--- src/rtl/seg7_pkg.sv ---
// Shared glyph table, FSM state type and per-digit decode result for seg7_reader.
package seg7_pkg;

  // Active-low segment patterns, bit0=a .. bit6=g
  localparam logic [6:0] SEG_0     = 7'h40;
  localparam logic [6:0] SEG_1     = 7'h79;
  localparam logic [6:0] SEG_2     = 7'h24;
  localparam logic [6:0] SEG_3     = 7'h30;
  localparam logic [6:0] SEG_4     = 7'h19;
  localparam logic [6:0] SEG_5     = 7'h12;
  localparam logic [6:0] SEG_6     = 7'h02;
  localparam logic [6:0] SEG_7     = 7'h78;
  localparam logic [6:0] SEG_8     = 7'h00;
  localparam logic [6:0] SEG_9     = 7'h10;
  localparam logic [6:0] SEG_A     = 7'h08;
  localparam logic [6:0] SEG_B     = 7'h03;
  localparam logic [6:0] SEG_C     = 7'h46;
  localparam logic [6:0] SEG_D     = 7'h21;
  localparam logic [6:0] SEG_E     = 7'h06;
  localparam logic [6:0] SEG_BLANK = 7'h7F;

  typedef enum logic [1:0] {
    SETTLE      = 2'd0,
    CAPTURE     = 2'd1,
    PRESENT     = 2'd2,
    WAIT_CHANGE = 2'd3
  } seg7_state_t;

  typedef struct packed {
    logic [3:0] nibble;
    logic       blank;
    logic       err;
  } seg7_dec_t;

endpackage

--- src/rtl/seg7_decode.sv ---
// Combinational lookup of one active-low 7-segment pattern into {nibble, blank, err}.
module seg7_decode
  import seg7_pkg::*;
(
  input  logic [6:0] seg,
  output seg7_dec_t  res
);

  always_comb begin
    res.nibble = 4'h0;
    res.blank  = 1'b0;
    res.err    = 1'b0;
    case (seg)
      SEG_0:     res.nibble = 4'h0;
      SEG_1:     res.nibble = 4'h1;
      SEG_2:     res.nibble = 4'h2;
      SEG_3:     res.nibble = 4'h3;
      SEG_4:     res.nibble = 4'h4;
      SEG_5:     res.nibble = 4'h5;
      SEG_6:     res.nibble = 4'h6;
      SEG_7:     res.nibble = 4'h7;
      SEG_8:     res.nibble = 4'h8;
      SEG_9:     res.nibble = 4'h9;
      SEG_A:     res.nibble = 4'hA;
      SEG_B:     res.nibble = 4'hB;
      SEG_C:     res.nibble = 4'hC;
      SEG_D:     res.nibble = 4'hD;
      SEG_E:     res.nibble = 4'hE;
      SEG_BLANK: begin
        res.nibble = 4'hF;
        res.blank  = 1'b1;
      end
      default:   res.err = 1'b1;
    endcase
  end

endmodule

--- src/rtl/seg7_reader.sv ---
// Reads back active-low 7-segment drive lines, waits for them to settle and presents decoded hex digits
// on a valid/ready handshake. Define SEG7_READER_ERRCNT_EN to build the saturating invalid-capture counter.
//
// state       | meaning
// SETTLE      | counting consecutive unchanged input cycles
// CAPTURE     | snapshot input, register decoded word
// PRESENT     | out_valid high, outputs frozen until out_ready
// WAIT_CHANGE | word consumed, waiting for input to differ from snapshot
module seg7_reader
  import seg7_pkg::*;
#(
  parameter int NUM_DIGITS    = 6,
  parameter int STABLE_CYCLES = 1024
) (
  input  logic                    clk,
  input  logic                    rst_n,
  input  logic [7*NUM_DIGITS-1:0] seg_in,
  output logic                    out_valid,
  input  logic                    out_ready,
  output logic [4*NUM_DIGITS-1:0] out_val,
  output logic [NUM_DIGITS-1:0]   out_blank,
  output logic [NUM_DIGITS-1:0]   out_err,
  output logic [7:0]              err_cnt
);

  localparam int SW = 7 * NUM_DIGITS;
  localparam int CW = $clog2(STABLE_CYCLES + 1);
  localparam logic [CW-1:0] CNT_TARGET = CW'(STABLE_CYCLES);

  logic [SW-1:0]           s_q;
  logic [SW-1:0]           snap;
  logic [CW-1:0]           cnt;
  logic [CW-1:0]           cnt_nxt;
  logic                    restart;
  logic                    clear_cnt;
  seg7_state_t             state;
  seg7_state_t             state_nxt;
  seg7_dec_t               dec [NUM_DIGITS];
  logic [4*NUM_DIGITS-1:0] dec_val;
  logic [NUM_DIGITS-1:0]   dec_blank;
  logic [NUM_DIGITS-1:0]   dec_err;

  for (genvar i = 0; i < NUM_DIGITS; i++) begin : g_dec
    seg7_decode u_dec (
      .seg (s_q[7*i +: 7]),
      .res (dec[i])
    );
  end

  always_comb begin
    dec_val   = '0;
    dec_blank = '0;
    dec_err   = '0;
    for (int i = 0; i < NUM_DIGITS; i++) begin
      dec_val[4*i +: 4] = dec[i].nibble;
      dec_blank[i]      = dec[i].blank;
      dec_err[i]        = dec[i].err;
    end
  end

  // The cycle after leaving WAIT_CHANGE is held at zero so the count restarts from the cycle the change was seen
  always_comb begin
    cnt_nxt = '0;
    if (!restart && (seg_in == s_q)) begin
      cnt_nxt = (cnt == CNT_TARGET) ? cnt : cnt + CW'(1);
    end
  end

  always_comb begin
    state_nxt = state;
    clear_cnt = 1'b0;
    case (state)
      SETTLE: begin
        if (cnt_nxt == CNT_TARGET) state_nxt = CAPTURE;
      end
      CAPTURE: begin
        state_nxt = PRESENT;
      end
      PRESENT: begin
        if (out_ready) state_nxt = WAIT_CHANGE;
      end
      WAIT_CHANGE: begin
        if (s_q != snap) begin
          state_nxt = SETTLE;
          clear_cnt = 1'b1;
        end
      end
      default: state_nxt = SETTLE;
    endcase
  end

  always_ff @(posedge clk or negedge rst_n) begin
    if (!rst_n) begin
      state     <= SETTLE;
      s_q       <= '1;
      cnt       <= '0;
      restart   <= 1'b0;
      out_valid <= 1'b0;
    end else begin
      state     <= state_nxt;
      s_q       <= seg_in;
      cnt       <= clear_cnt ? '0 : cnt_nxt;
      restart   <= clear_cnt;
      out_valid <= (state_nxt == PRESENT);
    end
  end

  always_ff @(posedge clk or negedge rst_n) begin
    if (!rst_n) begin
      snap      <= '1;
      out_val   <= '0;
      out_blank <= '0;
      out_err   <= '0;
    end else if (state == CAPTURE) begin
      snap      <= s_q;
      out_val   <= dec_val;
      out_blank <= dec_blank;
      out_err   <= dec_err;
    end
  end

`ifdef SEG7_READER_ERRCNT_EN
  always_ff @(posedge clk or negedge rst_n) begin
    if (!rst_n) begin
      err_cnt <= 8'h00;
    end else if ((state == CAPTURE) && (|dec_err) && (err_cnt != 8'hFF)) begin
      err_cnt <= err_cnt + 8'd1;
    end
  end
`else
  assign err_cnt = 8'h00;
`endif

endmodule

--- config.mk ---
export PLATFORM = sky130hd
export DESIGN_NAME = seg7_reader
export DESIGN_NICKNAME = d
export VERILOG_FILES = /design/src/rtl/seg7_pkg.sv /design/src/rtl/seg7_decode.sv /design/src/rtl/seg7_reader.sv
export SDC_FILE = /design/constraint.sdc
export NUM_CORES = 1
export LEC_CHECK = 0
export CELL_PAD_IN_SITES_DETAIL_PLACEMENT = 1
export CELL_PAD_IN_SITES_GLOBAL_PLACEMENT = 1
export CORE_MARGIN = 2
export CORE_UTILIZATION = 43
export DETAILED_ROUTE_END_ITERATION = 16
export GPL_TIMING_DRIVEN = 0
export PLACE_DENSITY = 0.81
export SETUP_SLACK_MARGIN = 0.5
export SYNTH_ARGS = -nofsm -noshare
export SYNTH_HDL_FRONTEND = slang
export SYNTH_SLANG_ARGS = --single-unit
--- constraint.sdc ---
create_clock -name clk -period 2.21 [get_ports clk]
set_input_delay 0.663 -clock clk [delete_from_list [all_inputs] [get_ports clk]]
set_output_delay 0.663 -clock clk [all_outputs]
set_load 0.05 [all_outputs]
Word-level counts from Yosys, hierarchy flattened
Index checks and enable logic that the tools add are counted.

storage, ports and cells
  register bits = 135
  input bits = 45
  output and inout port bits = 45
  logic and storage cells = 150

operators by class
  add/subtract/negate cells = 1
  equality and inequality tests = 98
  multiplexer cells = 27
  reduce and logical (&&, ||, !) cells = 15

operators by type and width
  kind                                                                   number
  4-bit case mux with 15 select lines                                    6
  7-bit equality test, second input constant                             30
  7-bit by 5-bit equality test with 1-bit output, second input constant  18
  7-bit by 6-bit equality test with 1-bit output, second input constant  18
  16-bit OR reduction                                                    6
  7-bit by 2-bit equality test with 1-bit output, second input constant  12
  42-bit equality test                                                   1
  7-bit by 3-bit equality test with 1-bit output, second input constant  6
  7-bit by 4-bit equality test with 1-bit output, second input constant  6
  7-bit zero test                                                        6
  42-bit inequality test                                                 1
  11-bit 2-to-1 mux                                                      3
  11-bit equality test, second input constant                            2
  1-bit 2-to-1 mux                                                       14
  11-bit by 1-bit adder with 11-bit output, second input constant        1
  2-bit case mux with 4 select lines                                     1
  2-bit equality test, second input constant                             3
  2-bit 2-to-1 mux                                                       3
  2-bit by 1-bit equality test with 1-bit output, second input constant  1
  2-bit zero test                                                        1
  1-bit logical AND                                                      1
  1-bit zero test                                                        1

Longest topological paths before layout
  depth in word-level cells = 7
  depth in mapped cells = 8

Modules after synthesis
From an unflattened synthesis, not the netlist that was laid out.

second synthesis, totals
  cells, all modules = 736
  area, all modules = 7742.4 µm²

by module, submodules not included
  module       times used  cells each  area an instance (µm²)
  seg7_reader  1           418         5910.7
  seg7_decode  6           53          305.3

Worst setup path before layout
Ideal clock, no wire load.

  path type = register to register
  start = register s_q[36]
  end = register out_err[5]
  setup time = 0.095 ns
  data arrival time = 1.915 ns
  required time = 2.115 ns
  setup slack = 0.200 ns
  cell stages (with the launch flop) = 8
  period minus slack after synthesis = 2.010 ns
  cells stage by stage = dfstp_2 buf_2 nand2b_1 mux2_2 nor3b_1 a41o_1 or4b_1 o31ai_1

between the ends
  cells in the longest elaborated chain, start to end = 3
  elaborated cells between the ends (all ways) = 18

RTL lines
  element                                            line                text
  from (decl)                                        seg7_reader.sv:30   logic [SW-1:0] s_q;
  from (signal assigned)                             seg7_reader.sv:101  s_q <= seg_in;
  7-bit equality test, or another cell as far along  seg7_decode.sv:13   case (seg)
  16-bit OR reduction (no line) *                    -
  1-bit 2-to-1 mux *                                 seg7_decode.sv:13
  to (signal assigned)                               seg7_reader.sv:118  out_err <= dec_err;
  to (decl)                                          seg7_reader.sv:22   output logic [NUM_DIGITS-1:0] out_err,

Every way passes the cells marked *; elsewhere a longest branch is shown, timed or not.
A chain may end at the register's enable or synchronous reset.

Worst setup path after layout
  start = register s_q[29]
  end = register cnt[4]

between the ends
  cells in the longest elaborated chain, start to end = 4
  elaborated cells between the ends (all ways) = 7

RTL lines
  element                 line                text
  42-bit inequality test  seg7_reader.sv:83   if (s_q != snap) begin
  1-bit 2-to-1 mux        seg7_reader.sv:83
  1-bit 2-to-1 mux        seg7_reader.sv:72   case (state)
  named net clear_cnt     seg7_reader.sv:35   logic clear_cnt;
  11-bit 2-to-1 mux       seg7_reader.sv:102  cnt <= clear_cnt ? '0 : cnt_nxt;
  to (signal assigned)    seg7_reader.sv:102
  to (decl)               seg7_reader.sv:32   logic [CW-1:0] cnt;

The timed path passes the listed nets, and every way through them passes these cells.

==> metrics.csv <==
metric,value,unit
Post-CTS Hold Fix Bufs,0,
Synth cell types,64,
IO buf count,81,
Peak VDD IR,0.0006333,V
synthesis-to-layout area growth,48.82,%
Synth top cells by count,"172 x nand2_1, 88 x xor2_1, 84 x dfstp_2, 65 x nor2_1, 52 x clkbuf_1",
core area,0.01736,mm2
Logic pwr share,16.3,%
Die W,137.4,um
startpoint class of the critical path,flop,
Setup crit end,cnt[4]$_DFF_PN0_,
number of diodes,0,
vias in the first global route,7860,
H-tree levels,4,
WL per Instance,27.38,um
switching power,0.001871,W
"Seq/Total Area, Yosys",45.51,%
share of layout cells above drive strength 1,42.62,%
Iter 0 DRT Violations,733,
Sequential Power Share,40.9,%
CP Capture Type,flop,
final worst setup slack,-207.4,ps
GPL Wtd Cong,0.9107,
initial antenna violation count,0,
setup violators final,14,
Clock Latency Late Sink,450,ps
Ys Warns,0,
Reg2Reg Depth,7,
violated checks,setup timing,
P_leak,4.906,nW
Period minus WS final,2417,ps
CTS Buffer Depth,2,
Post-synth EDFFs,0,
Synth Cell Area,0.007654,mm2
P per Cell Area,558.3,mW/mm2
largest family of logic cells by synthesized area,simple AND/OR/NAND/NOR gates,
Num CTS Buffers,17,
CTS tree,yes,
Synth area leader,dfstp_2,
starting density of the core,44.10,%
# clock sinks,135,
mux cell area share after synthesis,0.6866,%
FF-to-FF Start,s_q[29]$_DFF_PN1_,
max frequency,0.4137,GHz
DRC Markers,0,
Fin. Hold Viols,0,
Post-Synth Adder-Cell Area,0.3270,%
Slew @ Worst Pin,735.3,ps
clock power share,42.8,%
fillers,1874,
syn avg cell area,8.879,um2
Routed WL,35260,um
crit share post-route,109.4,%
post-route clock skew,16.20,ps
via count,8066,
vias per cell,6.262,
Worst Path Max Fanout,10,
die height,137.4,um
Max-Slew Margin vs Limit,50.52,%
Int Power,0.004488,W
Post-DRT Antenna Nets,0,
post-DP HPWL,17460,um
aggregate negative setup slack,-2155,ps
CP required,2580,ps
number of I/O pins,90,
nets,1097,
synthesized instance count,862,
xor/xnor share of the synthesized area,11.67,%
Critical R2R Capture,cnt[4]$_DFF_PN0_,
die area,0.01888,mm2
grt ovf,0,
ranking of synthesized cells by area,"dfstp_2 29%, dfrtp_1 17%, xor2_1 10%",
DP Area,0.008947,mm2
Sw Share,29.42,%
Synth Area in Compound Gates,11.64,%
CTS Root Cell,clkbuf_16,
num rows,48,
first-pass detailed-route iteration total,5,
Post-synth top flop,dfstp_2,
"CTS clk-pin slew, worst paths",60,ps
Setup crit start,s_q[29]$_DFF_PN1_,
Final Max Slew Viols,0,
gr usage total,32.04,%
register bit total from synthesis,135,
Setup CP Type,flop to flop,
worst hold path type,input port to async pin,
Async SR Flop Fraction,100.0,%
max-cap violations,0,
RSZ-0062 raised after global routing,yes,
CP arrival,2780,ps
largest net degree at the start of global routing,79,
most frequent cell after synthesis,nand2_1,
Post-Synth Simple-Gate Area,24.90,%
R2R Setup Slk,-210,ps
first-pass GRT wire length,45050,um
Final Cell Area,0.01139,mm2
share of the synthesized area in the top cell type,28.84,%
status,"finished, violations left",
-- flip-flops by register name, indices dropped and copies added (netlist names) --
signal     count
out_valid      1
out_blank      6
cnt           11
snap          42
s_q           42
restart        1
out_err        6
state          2
out_val       24
-- critical path, cell delays in order, from the launching register on --
cell,delay (ps)
dfstp_2,630
xor2_1,150
nor4_2,430
nand3_1,240
o311a_1,450
nand2b_4,170
buf_8,150
nor2b_1,110
-- layout make-up --
cell class,count,area [um2],area share (%)
multi-input cells,643,4798,42.13
flip-flops and latches,135,3485,30.59
repair buffers,162,1471,12.92
plain buffers,80,780.7,6.855
clock buffers,25,485.5,4.262
well taps,225,281.5,2.472
clock inverters,7,46.29,0.4065
inverters,11,41.29,0.3625
-- power groups by stage --
stage / clock, W / sequential [W] / combinational, W
after global placement: 0 / 0.00263 / 0.000644
after global routing: 0.00281 / 0.00260 / 0.00108
after floorplan: 0 / 0.00262 / 0.000385
after CTS: 0.00264 / 0.00259 / 0.000830
final: 0.00272 / 0.00260 / 0.00104
after detailed placement: 0 / 0.00263 / 0.000659
-- per-layer routing --
layer	vias up	GRT usage (%)	share of wire (%)
met4	0	14.43	6.3
met3	167	7.138	6.8
met2	476	52.43	49
met5	-	0	0
met1	4075	40.55	38
li1	3348	-	-
-- cells in the final DEF (no fill, tap or decap), types with 15 or more instances in the layout --
cell and n:
clkbuf_16 21, nand2_1 168, nor2_1 53, buf_6 40, clkdlybuf4s50_1 26, clkbuf_4 24
dfstp_2 84, nor4_2 15, dfrtp_1 50, nand4_1 15, clkbuf_8 16, nor3_1 16
buf_4 90, nand3_1 20, xor2_1 78
-- through the flow --
| stage | power, W | util (%) | std cells | setup slack, ps | hold slack (ps) |
|---|---|---|---|---|---|
| 3_5_place_dp | 0.003290 | 51.55 | 1176 | -752.2 | 454.7 |
| 6_report | 0.006359 | 65.62 | 1288 | -207.4 | 198.4 |
| 2_1_floorplan | 0.003001 | - | 869 | 267.1 | 367.4 |
| 3_3_place_gp | 0.003271 | 51.38 | 1175 | -4930 | 450.6 |
| 5_1_grt | 0.006491 | 65.62 | 1288 | -221.4 | 236.3 |
| 4_1_cts | 0.006068 | 60.26 | 1260 | 24.32 | 216.2 |
-- logic make-up (layout without fill, tap and decap cells) --
family / count (synthesis) / after routing
flip-flops: 135 / 135
buffers and inverters: 91 / 285
XOR/XNOR: 102 / 102
adder cells (fa/ha/maj): 2 / 2
AO/OA/AOI/OAI: 129 / 129
multiplexers: 5 / 5
AND/OR/NAND/NOR: 397 / 397
other: 1 / 8
-- timing repair --
action | 4_1_cts | 5_1_grt
setup buffers | 52 | 28
endpoints found under the setup margin | 130 | 106
pin swaps | 65 | 64
resized for setup | 406 | 187
-- worst min path at each step --
stage,from,to,slack [ps],cells after the start
final,rst_n,out_val[14]$_DFFE_PN0N_,200,1
after global routing,rst_n,out_val[14]$_DFFE_PN0N_,240,1
after CTS,rst_n,out_val[14]$_DFFE_PN0N_,220,1
after detailed placement,snap[40]$_DFFE_PN1N_,snap[40]$_DFFE_PN1N_,450,2
after global placement,snap[16]$_DFFE_PN1N_,snap[16]$_DFFE_PN1N_,450,2
after floorplan,rst_n,cnt[0]$_DFF_PN0_,370,0
(Power assumes the default switching activity.)
